==> src/rtl/stack_queue.sv <==
// stack_queue: single-port-clock storage block that behaves as a LIFO stack
// (mode 0) or a circular FIFO (mode 1), with registered read data, occupancy
// flags and optional sticky error flags.
// Optional feature macro: STACK_QUEUE_ERR_EN enables the overflow/underflow
// sticky flags; when undefined both flags are tied low and err_clr is ignored.
module stack_queue #(
    parameter int DEPTH      = 8,
    parameter int DATA_WIDTH = 8,
    parameter int AF_THRESH  = DEPTH - 1
) (
    input  logic                          clk,
    input  logic                          syn_n_rst,
    input  logic                          mode_i,
    input  logic                          push,
    input  logic                          pop,
    input  logic                          flush,
    input  logic                          err_clr,
    input  logic [DATA_WIDTH-1:0]         data_in,
    output logic [DATA_WIDTH-1:0]         data_out,
    output logic                          data_valid,
    output logic [$clog2(DEPTH+1)-1:0]    count,
    output logic                          full,
    output logic                          empty,
    output logic                          almost_full,
    output logic                          mode_o,
    output logic                          overflow,
    output logic                          underflow
);

    localparam int CW = $clog2(DEPTH + 1);
    localparam int PW = (DEPTH > 2) ? $clog2(DEPTH) : 1;

    localparam logic MODE_LIFO = 1'b0;

    // Storage is never reset; an entry is only read after it was written.
    logic [DATA_WIDTH-1:0] mem_q [DEPTH];

    logic [CW-1:0]         count_q, count_d;
    logic [PW-1:0]         rd_ptr_q, rd_ptr_d;
    logic [PW-1:0]         wr_ptr_q, wr_ptr_d;
    logic [DATA_WIDTH-1:0] data_out_q, data_out_d;
    logic                  data_valid_q, data_valid_d;
    logic                  mode_q, mode_d;
    logic                  overflow_q, overflow_d;
    logic                  underflow_q, underflow_d;

    logic                  pop_acc, push_acc;
    logic                  mem_we;
    logic [PW-1:0]         mem_waddr;
    logic [PW-1:0]         top_idx;

    function automatic logic [PW-1:0] ptr_inc(input logic [PW-1:0] p);
        return (p == PW'(DEPTH - 1)) ? '0 : p + PW'(1);
    endfunction

    assign full        = (count_q == CW'(DEPTH));
    assign empty       = (count_q == '0);
    assign almost_full = (count_q >= CW'(AF_THRESH));

    assign data_out   = data_out_q;
    assign data_valid = data_valid_q;
    assign count      = count_q;
    assign mode_o     = mode_q;
    assign overflow   = overflow_q;
    assign underflow  = underflow_q;

    // Flush overrides any request in the same cycle, so it also masks acceptance.
    assign pop_acc  = pop && !empty && !flush;
    assign push_acc = push && (!full || pop_acc) && !flush;

    // Top-of-stack slot; only meaningful when the stack is non-empty.
    assign top_idx = PW'(count_q - CW'(1));

    // Next-state for occupancy, pointers, read data, mode and memory write port.
    always_comb begin
        count_d      = count_q;
        rd_ptr_d     = rd_ptr_q;
        wr_ptr_d     = wr_ptr_q;
        data_out_d   = data_out_q;
        data_valid_d = 1'b0;
        mode_d       = mode_q;
        mem_we       = 1'b0;
        mem_waddr    = '0;

        // Mode may only change while nothing is stored and nothing is arriving.
        if ((count_q == '0) && !push_acc) begin
            mode_d = mode_i;
        end

        if (flush) begin
            count_d  = '0;
            rd_ptr_d = '0;
            wr_ptr_d = '0;
        end else begin
            if (push_acc && !pop_acc) begin
                count_d = count_q + CW'(1);
            end else if (pop_acc && !push_acc) begin
                count_d = count_q - CW'(1);
            end

            if (mode_q == MODE_LIFO) begin
                if (pop_acc) begin
                    data_out_d   = mem_q[top_idx];
                    data_valid_d = 1'b1;
                    // Simultaneous push replaces the slot just read.
                    if (push_acc) begin
                        mem_we    = 1'b1;
                        mem_waddr = top_idx;
                    end
                end else if (push_acc) begin
                    mem_we    = 1'b1;
                    mem_waddr = PW'(count_q);
                end
            end else begin
                if (pop_acc) begin
                    data_out_d   = mem_q[rd_ptr_q];
                    data_valid_d = 1'b1;
                    rd_ptr_d     = ptr_inc(rd_ptr_q);
                end
                if (push_acc) begin
                    mem_we    = 1'b1;
                    mem_waddr = wr_ptr_q;
                    wr_ptr_d  = ptr_inc(wr_ptr_q);
                end
            end
        end
    end

`ifdef STACK_QUEUE_ERR_EN
    // Sticky error flags: a new error in the same cycle as err_clr wins.
    always_comb begin
        overflow_d  = overflow_q && !err_clr;
        underflow_d = underflow_q && !err_clr;
        if (push && !push_acc && !flush) begin
            overflow_d = 1'b1;
        end
        if (pop && empty && !flush) begin
            underflow_d = 1'b1;
        end
    end
`else
    logic unused_err_clr;
    assign unused_err_clr = err_clr;

    // Error reporting disabled: flags held low.
    always_comb begin
        overflow_d  = 1'b0;
        underflow_d = 1'b0;
    end
`endif

    // Control and output registers with synchronous active-low reset.
    always_ff @(posedge clk) begin
        if (!syn_n_rst) begin
            count_q      <= '0;
            rd_ptr_q     <= '0;
            wr_ptr_q     <= '0;
            data_out_q   <= '0;
            data_valid_q <= 1'b0;
            mode_q       <= mode_i;
            overflow_q   <= 1'b0;
            underflow_q  <= 1'b0;
        end else begin
            count_q      <= count_d;
            rd_ptr_q     <= rd_ptr_d;
            wr_ptr_q     <= wr_ptr_d;
            data_out_q   <= data_out_d;
            data_valid_q <= data_valid_d;
            mode_q       <= mode_d;
            overflow_q   <= overflow_d;
            underflow_q  <= underflow_d;
        end
    end

    // Storage write port; writes are suppressed while reset is asserted.
    always_ff @(posedge clk) begin
        if (syn_n_rst && mem_we) begin
            mem_q[mem_waddr] <= data_in;
        end
    end

endmodule

==> config.mk <==
export PLATFORM = sky130hd
export DESIGN_NAME = stack_queue
export DESIGN_NICKNAME = d
export VERILOG_FILES = /design/src/rtl/stack_queue.sv
export SDC_FILE = /design/constraint.sdc
export NUM_CORES = 1
export LEC_CHECK = 0
export ABC_AREA = 1
export BUFFER_PORTS_ARGS = -buffer_cell sky130_fd_sc_hd__buf_2
export CORE_MARGIN = 3
export CORE_UTILIZATION = 50
export DETAILED_ROUTE_END_ITERATION = 8
export PLACE_DENSITY = 0.68
export RECOVER_POWER = 25
export SLEW_MARGIN = 20
export SYNTH_ARGS = -nofsm -noshare
export SYNTH_HDL_FRONTEND = slang
export SYNTH_SLANG_ARGS = --single-unit
==> constraint.sdc <==
create_clock -name clk -period 2.8 [get_ports clk]
set_input_delay 0.56 -clock clk [delete_from_list [all_inputs] [get_ports clk]]
set_output_delay 0.56 -clock clk [all_outputs]
set_load 0.05 [all_outputs]
* Word-level counts from Yosys, hierarchy flattened *
Memories as Yosys holds them, arrays and structs flattened. A register that Yosys moved wholly into a read port is not among the register bits.
Index checks and enable logic that the tools add are counted.

storage, ports and cells
  input port bits = 15
  memory bits (writable) = 64
  register bits after elaboration = 20
  memories kept = 1
  word-level logic and storage cells = 60

memory list
  memory  words  bits a word  rd ports  clocked after memory_dff  write ports  line  source
  mem_q   8      8            2         1                         1            36    logic [DATA_WIDTH-1:0] mem_q [DEPTH];

operators by class
  muxes and demuxes = 22
  bitwise gates (word level) = 2
  add/subtract/negate cells = 4
  $lt $le $gt $ge = 1
  reduce and logical (&&, ||, !) cells = 20
  equality and inequality tests = 4

operators by type and width
  operator             number
  $mux 3               10
  $mux 8               3
  $logic_and 1x1->1    8
  $mux 4               2
  $mux 1               7
  $add 3x1->3 const B  2
  $eq 3x3->1 const B   2
  $reduce_and 2->1     3
  $logic_not 1->1      5
  $add 4x1->4 const B  1
  $eq 4x4->1 const B   1
  $ge 4x3->1 const B   1
  $logic_not 4->1      1
  $sub 4x1->4 const B  1
  $ne 2x1->1 const B   1
  $not 1->1            2
  $reduce_bool 2->1    1
  $reduce_or 2->1      1
  $logic_or 1x1->1     1

* Longest topological paths before layout *
  word-level depth = 12
  gate-level depth with buffers = 16
  gate-level depth less buffers = 14

* Worst setup path before layout *
No wires, ideal clock.

  path type = register -> register
  start = register count_q[0], in the netlist count[0]
  end = register count_q[3], in the netlist count[3]
  data required time = 2.676 ns
  data arrival time = 2.952 ns
  library setup time = 0.124 ns
  stages on the path, launching flop included = 17
  path slack = -0.275 ns
  clock period less this slack = 3.075 ns
  path through = dfxtp_1 buf_2 inv_4 buf_4 ha_1 nand2_1 nor2_2 nand2_1 nand2_2 inv_1 ha_1 inv_1 nand2_1 o21ai_0 o21ai_0 o21ai_0 a21oi_1

RTL lines
  element                             line  source
  start, declared                     38    logic [CW-1:0] count_q, count_d;
  start signal, assigned              164   count_q <= count_d;
  $eq 4x4->1 *                        56    assign full = (count_q == CW'(DEPTH));
  via full                            22    output logic full,
  $logic_not 1->1 *                   69    assign push_acc = push && (!full || pop_acc) && !flush;
  $logic_or 1x1->1 *                  69
  $logic_and 1x1->1 * (2 in a row)    69
  $logic_not 1->1                     97    end else if (pop_acc && !push_acc) begin
  $logic_and 1x1->1                   97
  $reduce_bool 2->1 (no source line)  n/a

Mark *: on every way through the listed nets, which the timed path passes. The rest lies on a longest branch. The select of a mux whose other input is x is not followed.
A chain may end at the register's enable or synchronous reset.

* Worst setup path after layout *
  start = register count_q[1], in the netlist count[1]
  end = register count_q[3], in the netlist count[3]

between the ends
  word-level cells in the longest chain between the ends = 10

ends and longest elaborated chain
  element                             line  source
  $logic_not 4->1                     57    assign empty = (count_q == '0);
  $logic_not 1->1                     68    assign pop_acc = pop && !empty && !flush;
  $logic_and 1x1->1 (2 in a row)      68
  $logic_or 1x1->1                    69
  $logic_and 1x1->1 (2 in a row)      69
  $logic_not 1->1                     97
  $logic_and 1x1->1                   97
  $reduce_bool 2->1 (no source line)  n/a

Parallel ways exist; a longest one is shown, timed or not. The select of a mux whose other input is x is not followed.

==> reports/metrics.yaml <==
sta:
  maxSlewViolCount: 0
  setup_tns_ns: 0
  period_needed_ns: 2.36
  fin_crit_sh_pct: 84.3
  hold_viol_final: 0
  fmax_mhz: 424
  relSlewSlack_pct: 55.0
  setup_slack_ns: 0.439
  finalSetupViolCount: 0
  rsz0062_at_grt: "false"
  clock_skew_ns: 0.0123
  tightest_slew_ns: 0.674
layout:
  seq_area_um2: 2390
  final_core_util_pct: 57.5
  drive_gt1_share_pct: 11.2
  multi_input_area_um2: 1690
  final_net_count: 635
  n_fill_cell: 785
  antenna_cells: 0
  syn_to_final_growth_pct: 10.4
worst_setup_path:
  crit_arrival_ns: 2.61
  ff2ff_setup_slack_ns: 0.44
  path_buf_inv: 3
  crit_path_end_kind: "register"
  critPathMaxStageDelay_ns: 0.36
  criticalPathCategory: "register to register"
  cp-start-kind: "register"
  crit_path_max_fanout: 5
  crit_chain: "inv_1 > ha_2 > nand2_1 > nor2_4 > nand2_1 > nand2_2 > inv_1 > ha_1 > inv_1 > nand2_1 > o21ai_0 > o21ai_0 > o21ai_0 > a21oi_1"
  cp_data_required_time_ns: 3.05
  cp_top_family: "adder cells"
  cp_slowest_cell: "dfxtp_1"
clock_tree:
  htreeDepth: 3
  post_cts_resized: 0
  numCtsBuffers: 9
  postCtsSetupBuffers: 0
  insertion_delay_ns: 0.36
  cts.sinks: 87
  cts_root_buf: "clkbuf_8"
  cts.clk_slew.worst_paths_ns: 0.09
  cts_tree: "done"
  hold_buffers: 0
  cts_max_path_buffers: 2
synthesis:
  syn_area_um2: 4580
  synth_flop_cell: "edfxtp_1"
  synth_seq_cells: 87
  synthTopCellsByArea: "edfxtp_1 (43%), nand3_1 (14%), nand2_1 (14%), dfxtp_1 (9.6%), inv_1 (7.5%)"
  synth_edf_count: 65
  ys_types: 24
  seq_area_frac_synth_pct: 52.2
  synth.avg_cell_area_um2: 7.90
  ys_warn_count: 0
  synthArstFlopShare_pct: 0
  synth.largest_area_cell: "edfxtp_1"
  netlist_instances: 580
  yosysTopAreaCellShare_pct: 42.6
routing:
  num_vias: 3994
  postRouteAntennaNets: 0
  via_per_inst: 5.50
  drt_iter0_markers: 450
  drt_pass1_iterations: 6
  drc: 0
  post_drt_wl_per_cell_um: 16.2
  routed_wl_um: 11800
place:
  dp_hpwl_um: 7290
  pre_cts_ws_ns: 0.454
  routabilityCongestion: 0.816
  portBuffers: 30
power_and_ir_drop:
  power_mw: 2.66
  ir_worst_vdd_mv: 0.281
  p_leak_nw: 2.35
  power.density_nw_per_um2: 525
floorplanning:
  ios: 34
  core-area_um2: 8810
  start_util_pct: 52.1
  fp-row-count: 34
  dieHeight_um: 102
  die-area_um2: 10400
  dieWidth_um: 102
global_routing:
  first_global_vias: 3675
  grt_first_pass_wirelength_um: 18600
  grtUsageTotal_pct: 24.1
  antenna_found_initial: 0
  grt_max_degree: 37
  grt.overflow.total: 0
run:
  maxCapViolations: 0
worst_hold_path:
  hold_path_class: "input port to register"
run_status:
  outcome: "finished clean"
## final timing paths
check	cells past startpoint	end	start
max	14	count[3]	count[1]
min	1	mode_o	mode_i
max reg2reg	14	count[3]	count[1]
min reg2reg	2	wr_ptr_q[0]	wr_ptr_q[0]
## metrics by stage
stage | instances | hold WS [ns] | instance area (um2)
finish | 726 | 0.368 | 5060
global route | 726 | 0.363 | 5060
CTS | 726 | 0.362 | 5070
detailed placement | 710 | 0.478 | 4870
global placement | 710 | 0.468 | 4870
floorplan | 581 | 0.452 | 4600
## metal layers
| layer | wire length, um | vias to the layer above | part of all wire, % | track usage [%] |
|---|---|---|---|---|
| met1 | 4920 | 1834 | 42 | 31.9 |
| met5 | 0 | - | 0 | 0 |
| met4 | 274 | 0 | 2.3 | 9.10 |
| met3 | 1070 | 29 | 9.0 | 5.99 |
| li1 | - | 1914 | - | - |
| met2 | 5530 | 217 | 47 | 38.2 |
## cell families (layout without fill, tap and decap cells)
group           after synthesis  count (layout)  share of synthesized area (%)
fa+ha+maj                     7               7                           1.91
flops                        87              87                           52.2
buf+inv                     124             161                           11.2
other cells                   1               2                         0.0818
simple gates                345             345                           32.9
compound gates               16              16                           1.80
## placed cells by master, fill, tap and decap left out, types with 2 or more instances in the layout
| cell type | netlist | final |
|---|---|---|
| a21oi_1 | 7 | 7 |
| buf_2 | 17 | 23 |
| buf_4 | 6 | 18 |
| clkbuf_1 | 4 | 8 |
| clkbuf_8 | 0 | 10 |
| clkinv_1 | 1 | 2 |
| clkinvlp_4 | 0 | 2 |
| conb_1 | 1 | 2 |
| dfxtp_1 | 22 | 21 |
| edfxtp_1 | 65 | 65 |
| ha_1 | 7 | 6 |
| inv_1 | 92 | 92 |
| inv_2 | 3 | 3 |
| nand2_1 | 168 | 168 |
| nand2_2 | 3 | 3 |
| nand2_4 | 2 | 2 |
| nand3_1 | 129 | 129 |
| nor2_1 | 35 | 35 |
| nor3_1 | 3 | 3 |
| o21ai_0 | 7 | 7 |
| o22ai_1 | 2 | 2 |
## cell type report
class | count | area share [%]
multi-input combinational | 370 | 33.4
timing repair buffer | 48 | 5.46
tap | 108 | 2.67
clock inverter | 5 | 1.14
sequential | 87 | 47.3
clock buffer | 11 | 2.79
inverter | 97 | 7.24
## flip-flops by register name, indices dropped and copies added (netlist names), named ones only
name / flops
mem_q: 64
data_valid: 1
wr_ptr_q: 3
mode_o: 1
data_out: 8
count: 4
rd_ptr_q: 3
## synthesized netlist by cell type (4+ instances only)
master	number
nor2_1	35
buf_2	17
edfxtp_1	65
buf_4	6
ha_1	7
nand2_1	168
nand3_1	129
clkbuf_1	4
inv_1	92
dfxtp_1	22
o21ai_0	7
a21oi_1	7
## report_power, final
part | internal [mW] | switching, mW | leakage, nW
registers | 1.40 | 0.0107 | 0.766
logic | 0.0957 | 0.261 | 1.49
clock network | 0.436 | 0.454 | 0.0932
No activity file was read; power rests on OpenSTA's default activity.
